$ cat config.mk
export PLATFORM = sky130hd
export DESIGN_NAME = mem_wb_unit
export DESIGN_NICKNAME = d
export VERILOG_FILES = /design/src/rtl/mem_wb_unit.sv
export SDC_FILE = /design/constraint.sdc
export NUM_CORES = 1
export LEC_CHECK = 0
export BUFFER_PORTS_ARGS = -buffer_cell sky130_fd_sc_hd__buf_2
export CAP_MARGIN = 40
export CORE_UTILIZATION = 45
export CTS_CLUSTER_SIZE = 16
export DETAILED_ROUTE_END_ITERATION = 10
export GPL_TIMING_DRIVEN = 0
export PLACE_DENSITY = 0.83
export SYNTH_ARGS = -nofsm -noshare
export SYNTH_HDL_FRONTEND = slang
export SYNTH_SLANG_ARGS = --single-unit
$ cat constraint.sdc
create_clock -name clk -period 3.5 [get_ports clk]
set_input_delay 0.35 -clock clk [delete_from_list [all_inputs] [get_ports clk]]
set_output_delay 0.35 -clock clk [all_outputs]
set_load 0.005 [all_outputs]
$ cat src/rtl/mem_wb_unit.sv
// rtl/mem_wb_unit.sv - memory/writeback stage with one instruction in flight
// Latches an EX instruction, performs one data-memory access, then emits a one-cycle writeback.
module mem_wb_unit #(
    parameter int XLEN       = 32,
    parameter int ADDR_WIDTH = 32
) (
    input  logic                  clk,
    input  logic                  rst,
    input  logic                  in_valid,
    output logic                  in_ready,
    input  logic [4:0]            in_load_op,
    input  logic [2:0]            in_store_op,
    input  logic                  in_need_dstE,
    input  logic                  in_sel_reg,
    input  logic [4:0]            in_rd,
    input  logic [XLEN-1:0]       in_valE,
    input  logic [XLEN-1:0]       in_store_data,
    input  logic                  in_wen_csr,
    input  logic [XLEN-1:0]       in_wen_csr_index,
    input  logic [XLEN-1:0]       in_valE_csr,
    output logic                  req_valid,
    input  logic                  req_ready,
    output logic                  req_wen,
    output logic [ADDR_WIDTH-1:0] req_addr,
    output logic [XLEN-1:0]       req_wdata,
    output logic [3:0]            req_wmask,
    input  logic                  rsp_valid,
    input  logic [XLEN-1:0]       rsp_rdata,
    output logic                  wb_need_dstE,
    output logic [4:0]            wb_rd,
    output logic [XLEN-1:0]       wb_res,
    output logic                  wb_wen_csr,
    output logic [XLEN-1:0]       wb_wen_csr_index,
    output logic [XLEN-1:0]       wb_valE_csr,
    output logic                  misalign
);

    typedef enum logic [1:0] {S_IDLE, S_REQ, S_WAIT, S_WB} state_t;

    typedef struct packed {
        logic [4:0]      load_op;   // {lhu,lbu,lw,lh,lb}
        logic [2:0]      store_op;  // {sw,sh,sb}
        logic            need;
        logic            sel;
        logic [4:0]      rd;
        logic [XLEN-1:0] vale;
        logic [XLEN-1:0] sdata;
        logic            wen_csr;
        logic [XLEN-1:0] csr_idx;
        logic [XLEN-1:0] csr_val;
    } fields_t;

    state_t          state_q, state_d;
    fields_t         fld_q, fld_d, in_fld, cur;
    logic            mis_q, mis_d, mis_in, mem_in;
    logic [4:0]      wb_rd_q, wb_rd_d;
    logic [XLEN-1:0] wb_res_q, wb_res_d, wb_idx_q, wb_idx_d, wb_val_q, wb_val_d;
    logic [1:0]      off_q;

    function automatic logic [XLEN-1:0] load_ext(input logic [4:0] op, input logic [1:0] off,
                                                 input logic [XLEN-1:0] w);
        logic [7:0]  b;
        logic [15:0] h;
        b = w[{off, 3'b000} +: 8];
        h = w[{off[1], 4'b0000} +: 16];
        if (op[0])      load_ext = {{(XLEN-8){b[7]}}, b};
        else if (op[3]) load_ext = {{(XLEN-8){1'b0}}, b};
        else if (op[1]) load_ext = {{(XLEN-16){h[15]}}, h};
        else if (op[4]) load_ext = {{(XLEN-16){1'b0}}, h};
        else            load_ext = w;
    endfunction

    assign in_fld = '{load_op: in_load_op, store_op: in_store_op, need: in_need_dstE,
                      sel: in_sel_reg, rd: in_rd, vale: in_valE, sdata: in_store_data,
                      wen_csr: in_wen_csr, csr_idx: in_wen_csr_index, csr_val: in_valE_csr};
    // Writeback can be entered straight from IDLE, before the latched copy exists.
    assign cur    = (state_q == S_IDLE) ? in_fld : fld_q;
    assign mem_in = (|in_load_op) | (|in_store_op);
    assign mis_in = ((in_load_op[4] | in_load_op[1] | in_store_op[1]) & in_valE[0]) |
                    ((in_load_op[2] | in_store_op[2]) & (|in_valE[1:0]));

    always_comb begin
        state_d  = state_q;
        fld_d    = fld_q;
        mis_d    = mis_q;
        wb_rd_d  = wb_rd_q;
        wb_res_d = wb_res_q;
        wb_idx_d = wb_idx_q;
        wb_val_d = wb_val_q;
        case (state_q)
            S_IDLE: if (in_valid) begin
                fld_d   = in_fld;
                mis_d   = mis_in;
                state_d = (mem_in && !mis_in) ? S_REQ : S_WB;
            end
            S_REQ:  if (req_ready) state_d = S_WAIT;
            S_WAIT: if (rsp_valid) state_d = S_WB;
            default: state_d = S_IDLE;
        endcase
        if (state_d == S_WB && state_q != S_WB) begin
            wb_rd_d  = cur.rd;
            wb_idx_d = cur.csr_idx;
            wb_val_d = cur.csr_val;
            wb_res_d = cur.sel ? cur.vale : load_ext(cur.load_op, cur.vale[1:0], rsp_rdata);
        end
    end

    always_ff @(posedge clk) begin
        if (rst) begin
            state_q  <= S_IDLE;
            fld_q    <= '0;
            mis_q    <= 1'b0;
            wb_rd_q  <= '0;
            wb_res_q <= '0;
            wb_idx_q <= '0;
            wb_val_q <= '0;
        end else begin
            state_q  <= state_d;
            fld_q    <= fld_d;
            mis_q    <= mis_d;
            wb_rd_q  <= wb_rd_d;
            wb_res_q <= wb_res_d;
            wb_idx_q <= wb_idx_d;
            wb_val_q <= wb_val_d;
        end
    end

    assign off_q     = fld_q.vale[1:0];
    assign in_ready  = (state_q == S_IDLE);
    assign req_valid = (state_q == S_REQ);
    assign req_wen   = |fld_q.store_op;
    assign req_addr  = {fld_q.vale[ADDR_WIDTH-1:2], 2'b00};

    always_comb begin
        req_wmask = 4'b0000;
        req_wdata = fld_q.sdata;
        if (fld_q.store_op[0]) begin
            req_wmask = 4'b0001 << off_q;
            req_wdata = {(XLEN/8){fld_q.sdata[7:0]}};
        end else if (fld_q.store_op[1]) begin
            req_wmask = 4'b0011 << off_q;
            req_wdata = {(XLEN/16){fld_q.sdata[15:0]}};
        end else if (fld_q.store_op[2]) begin
            req_wmask = 4'hF;
        end
    end

    assign wb_need_dstE     = (state_q == S_WB) & fld_q.need & ~mis_q;
    assign wb_wen_csr       = (state_q == S_WB) & fld_q.wen_csr & ~mis_q;
    assign misalign         = (state_q == S_WB) & mis_q;
    assign wb_rd            = wb_rd_q;
    assign wb_res           = wb_res_q;
    assign wb_wen_csr_index = wb_idx_q;
    assign wb_valE_csr      = wb_val_q;

endmodule

== Yosys cells after proc, flatten, opt, wreduce, memory -nomap -nowiden ==
Index checks and enable logic that the tools add are counted.

* ROM bits: 0
* Memories kept: 0
* Flip-flop bits (word level): 248
* Bits in writable memories: 0
* Output and inout bits: 175
* Logic and storage cells: 63
* Latch bits: 0

* Bitwise gates (word level): 13
* Multipliers: 0
* Order comparisons: 0
* Mux-type cells: 16
* Add/sub/neg operators: 0
* Reduce and logical (&&, ||, !) cells: 9
* Shift-type cells: 4
* Div/mod/pow operators: 0
* Eq/ne operators: 5

{| class="wikitable"
|+ Operator list
! cell !! number
|-
| 32-bit two-way mux || 7
|-
| 144-bit two-way mux || 1
|-
| 32-bit by 6-bit indexed part select with 16-bit output || 1
|-
| 32-bit by 6-bit indexed part select with 8-bit output || 1
|-
| 4-bit two-way mux || 3
|-
| 2-bit two-way mux || 4
|-
| 1-bit bitwise AND || 7
|-
| 2-bit equality test, second input constant || 3
|-
| 2-bit one-hot mux with 3 select lines || 1
|-
| 3-bit OR reduction || 2
|-
| 1-bit bitwise OR || 5
|-
| 5-bit OR reduction || 1
|-
| 1-bit by 2-bit << shifter with 4-bit output, first input constant || 1
|-
| 2-bit by 2-bit << shifter with 4-bit output, first input constant || 1
|-
| 2-bit by 1-bit equality test with 1-bit output, second input constant || 1
|-
| 1-bit logical AND || 2
|-
| 2-bit zero test || 1
|-
| 2-bit != test, second input constant || 1
|-
| 2-bit AND reduction || 1
|-
| 2-bit OR reduction || 1
|-
| 1-bit zero test || 1
|-
| 1-bit NOT || 1
|}

== Depth between registers and ports, before layout ==
* Word-level depth: 11
* Gate-level depth with buffers: 10
* Depth with buffers taken out: 7

== Least setup slack after synthesis ==
Ideal clock, no wire load.

* Kind: register to register
* Start point: reg state_q[1]
* End point: reg wb_res_q[24], in the netlist wb_res[24]
* Data required time: 3383 ps
* Library setup time: 117 ps
* Path slack: 1327 ps
* Arrival time: 2056 ps
* Stages on the path, launching flop included: 11
* Buffers on the path: 3
* Cells stage by stage: dfxtp_1 or2_2 clkbuf_1 inv_2 mux2i_1 a211o_1 and3_1 buf_2 clkbuf_1 o21ai_0 a32o_1

* Word-level cells in the longest chain between the ends: 7

{| class="wikitable"
|+ Ends and longest elaborated chain
! what !! RTL line !! source
|-
| start: declaration || 53 || <nowiki>state_t state_q, state_d;</nowiki>
|-
| start signal: assignment || 118 || <nowiki>state_q <= state_d;</nowiki>
|-
| 2-bit zero test || 77, 90 ||
|-
| 144-bit two-way mux || 77 || <nowiki>assign cur = (state_q == S_IDLE) ? in_fld : fld_q;</nowiki>
|-
| 32-bit by 6-bit indexed part select with 16-bit output / 32-bit two-way mux (equally long branches) || 65, 69 ||
|-
| 32-bit two-way mux || 68 || <nowiki>else if (op[1]) load_ext = {{(XLEN-16){h[15]}}, h};</nowiki>
|-
| 32-bit two-way mux || 67 || <nowiki>else if (op[3]) load_ext = {{(XLEN-8){1'b0}}, b};</nowiki>
|-
| 32-bit two-way mux || 66 || <nowiki>if (op[0]) load_ext = {{(XLEN-8){b[7]}}, b};</nowiki>
|-
| 32-bit two-way mux || 104 || <nowiki>wb_res_d = cur.sel ? cur.vale : load_ext(cur.load_op, cur.vale[1:0], rsp_rdata);</nowiki>
|-
| end signal: assignment || 122 || <nowiki>wb_res_q <= wb_res_d;</nowiki>
|-
| end: declaration || 57 || <nowiki>logic [XLEN-1:0] wb_res_q, wb_res_d, wb_idx_q, wb_idx_d, wb_val_q, wb_val_d;</nowiki>
|}

Parallel ways exist; a longest one is shown, timed or not.
A chain may end at the register's enable or synchronous reset.

== Worst setup path in the final report ==
* Start point: reg state_q[1]
* End point: reg wb_val_q[23], in the netlist wb_valE_csr[23]

* Word-level cells in the longest chain between the ends: 4

{| class="wikitable"
|+ Ends and longest elaborated chain
! what !! RTL line !! source
|-
| 2-bit equality test (tied with other cells) || 90 || <nowiki>case (state_q)</nowiki>
|-
| 2-bit one-hot mux with 3 select lines || 90 ||
|-
| 2-bit equality test || 100 || <nowiki>if (state_d == S_WB && state_q != S_WB) begin</nowiki>
|-
| 1-bit logical AND || 100 ||
|-
| end signal: assignment || 124 || <nowiki>wb_val_q <= wb_val_d;</nowiki>
|-
| end: declaration || 57 ||
|}

Parallel ways exist; a longest one is shown, timed or not.

==> metrics.md <==
| Metric | Value |
|---|---|
| Pleak | `6.24 nW` |
| Max-slew headroom | `41.1%` |
| I/O pins | `356` |
| Die X | `160 um` |
| Largest net degree at the start of global routing | `15` |
| F_max | `322 MHz` |
| Cell variety after synth | `53` |
| Mapped cell area | `11,300 sq um` |
| Starting Density | `a little under half` |
| Row count | `57` |
| Syn Area/Cell | `~7.6 sq um` |
| 1st-pass router iterations | `6` |
| Post-synth EDFFs | `0` |
| Via count | `12,405` |
| Final setup TNS | `0 ps` |
| Area Growth Syn to Fin | `27.9%` |
| Pwr Density | `between 600 and 700 nW/um^2` |
| Type of the most critical hold path | `primary input to flip-flop` |
| Worst Skew | `7.63 ps` |
| Sequential element share of the synthesized area | `43.9%` |
| Die height | `about 160 um` |
| Peak VDD IR | `446 uV` |
| Die area | `25,600 sq um` |
| First-pass GRT wire length | `approximately 64 mm` |
| Clock Tree Buf Depth | `3` |
| Ranking of synthesized cells by area | `dfxtp_1 (44%), nand2_1 (17%), a21oi_1 (8.1%)` |
| Clock Latency Late Sink | `530 ps` |
| Worst EP required | `3910 ps` |
| Synth warnings | `0` |
| Final WL | `~42 mm` |
| Antenna violations before repair | `4` |
| CP Class | `flip-flop to flip-flop` |
| Fin area | `14,400 sq um` |
| Vias in the first global route | `around 12,000` |
| Filler cell count | `2,265` |
| DRT antenna net count | `0` |
| RSZ-0062 raised after global routing | `no` |
| Worst-path fanout max | `10` |
| FF-to-FF path depth | `8` |
| IO buf count | `approximately 350` |
| Hold Vio Cnt, Final | `0` |
| Gr usage total | `a little under a third` |
| Fin crit share | `88.6%` |
| Post-CTS resize count | `0` |
| Number of CTS-inserted buffers | `26` |
| CTS Sinks | `247` |
| Post-Place Worst Slack | `between 500 and 600 ps` |
| Total congestion overflow | `0` |
| Slew @ Worst Pin | `around 880 ps` |
| Layout Nets | `2,057` |
| Cts hold-fix bufs | `0` |
| Clock Tree Root | `clkbuf_16` |
| Max Cap Viol | `0` |
| Hold depth | `3` |
| DR vias/cell | `5.59` |
| Final worst path period need | `slightly above 3000 ps` |
| Synth top area share | `43.9%` |
| CP Capture Type | `flip-flop` |
| Post-synthesis cell count | `1,489` |
| Post-DP HPWL | `31.0 mm` |
| DR WL/cell | `18.9 um` |
| Setup crit start kind | `flip-flop` |
| Most frequent cells in the layout | `nand2_1 (498), buf_2 (372), dfxtp_1 (247)` |
| RD Place Congestion | `~1` |
| Fin worst setup slack | `between 300 and 400 ps` |
| # Post-CTS Setup Buffers | `0` |
| Most common cell after layout, fill and taps aside | `nand2_1` |
| Status | `complete, no violations` |
| Clock transition at the registers of the reported paths | `70 ps` |
| DR DRC count | `0` |
| WP data arrival | `3510 ps` |
| CORE AREA | `around 24,000 sq um` |
| Async set-reset flop share out of synthesis | `0%` |
| Slew Limit Fails | `0` |
| Final setup fails | `0` |
| Post-DP Area | `13,400 sq um` |
| CTS tree | `built` |
| Seq cells post-synth | `247` |
| H-tree Lvls | `1` |
| Drt initial violations | `1,405` |
| Largest area contributor in the netlist | `dfxtp_1` |
| Share of cells above drive strength 1 | `25.8%` |
| Predominant post-synthesis flop cell | `dfxtp_1` |
==> cells by family after synthesis <==
family | after synthesis | share of synthesized area [%]
mux | 50 | 4.61
compound gates | 370 | 20.5
flops | 247 | 43.9
other cells | 1 | 0.0333
simple gates | 640 | 22.9
buf+inv | 177 | 7.59
fa+ha+maj | 4 | 0.445
==> area by class of cell <==
| type | instances | area [sq um] | area share, % |
|---|---|---|---|
| Tap cell | 324 | 405 | 2.82 |
| Clock buffer | 38 | 817 | 5.67 |
| Timing Repair Buffer | 354 | 1780 | 12.4 |
| Inverter | 13 | 48.8 | 0.339 |
| Clock inverter | 8 | 121 | 0.843 |
| Buffer | 164 | 806 | 5.60 |
| Multi-Input combinational cell | 1066 | 5460 | 37.9 |
| Sequential cell | 247 | 4940 | 34.3 |
| Antenna cell | 5 | 12.5 | 0.0869 |
==> state kept, by name (all words and copies together), names as in the netlist <==
signal            cells
fld_q               113
mis_q                 1
req_addr             30
state_q               2
wb_rd                 5
wb_res               32
wb_valE_csr          32
wb_wen_csr_index     32
==> where the power goes <==
group          switching (mW)  internal (mW)  leakage [nW]
logic                    1.63          0.955          3.75
registers               0.241           3.20          2.03
clock network            1.16           1.83         0.464
==> cells in the mapped netlist (2+ instances only) <==
cell and n:
or3b_1 2, buf_1 6, mux2i_1 35, or4_1 2
a22oi_1 6, and2_1 2, nor4_1 3, buf_2 20
o21a_1 2, buf_4 44, o22ai_1 6, clkbuf_1 94
a21oi_1 182, a31oi_1 6, dfxtp_1 247, a32o_1 19
nand2_1 498, nand3_1 22, inv_1 12, nand2b_1 2
nor2b_1 2, mux2_2 15, nand4_1 2, or3_1 2
ha_1 4, o21ai_0 61, o21ai_1 3, nor3b_1 11
nor2_1 77, and3_1 2, a211o_1 2, o221ai_1 2
a311oi_1 70, nor3_1 7
==> worst paths after layout <==
check / from / slack [ps] / end
max: state_q[1] / 400 / wb_valE_csr[23]
min reg2reg: wb_res[10] / 450 / wb_res[10]
min: in_store_data[4] / 60 / fld_q[69]
max reg2reg: state_q[1] / 400 / wb_valE_csr[23]
==> per-stage QoR <==
step           instances  hold slack [ps]  total power [mW]  util (%)
2_1_floorplan       1490              432              4.96         -
3_3_place_gp        2166              439              5.94      55.0
3_5_place_dp        2167              446              6.01      55.1
4_1_cts             2213             37.6              8.98      58.9
5_1_grt             2218             50.7              9.42      59.0
6_report            2219             56.2              9.01      59.0
==> layer usage <==
metal | part of all wire (%) | vias to the layer above | track usage (%)
li1 | - | 5813 | -
met1 | 39 | 5751 | 38.7
met2 | 47 | 730 | 52.6
met3 | 9.6 | 111 | 6.78
met5 | 0 | - | 0
met4 | 3.9 | 0 | 13.4
==> critical path, stage by stage, from the launching register on <==
cell and delay (ps):
dfxtp_1 310, or2_2 280, clkbuf_1 210, inv_2 190
buf_2 350, clkbuf_1 710, clkbuf_1 430, nand2_1 130
a311oi_1 370
(Power assumes the default switching activity.)
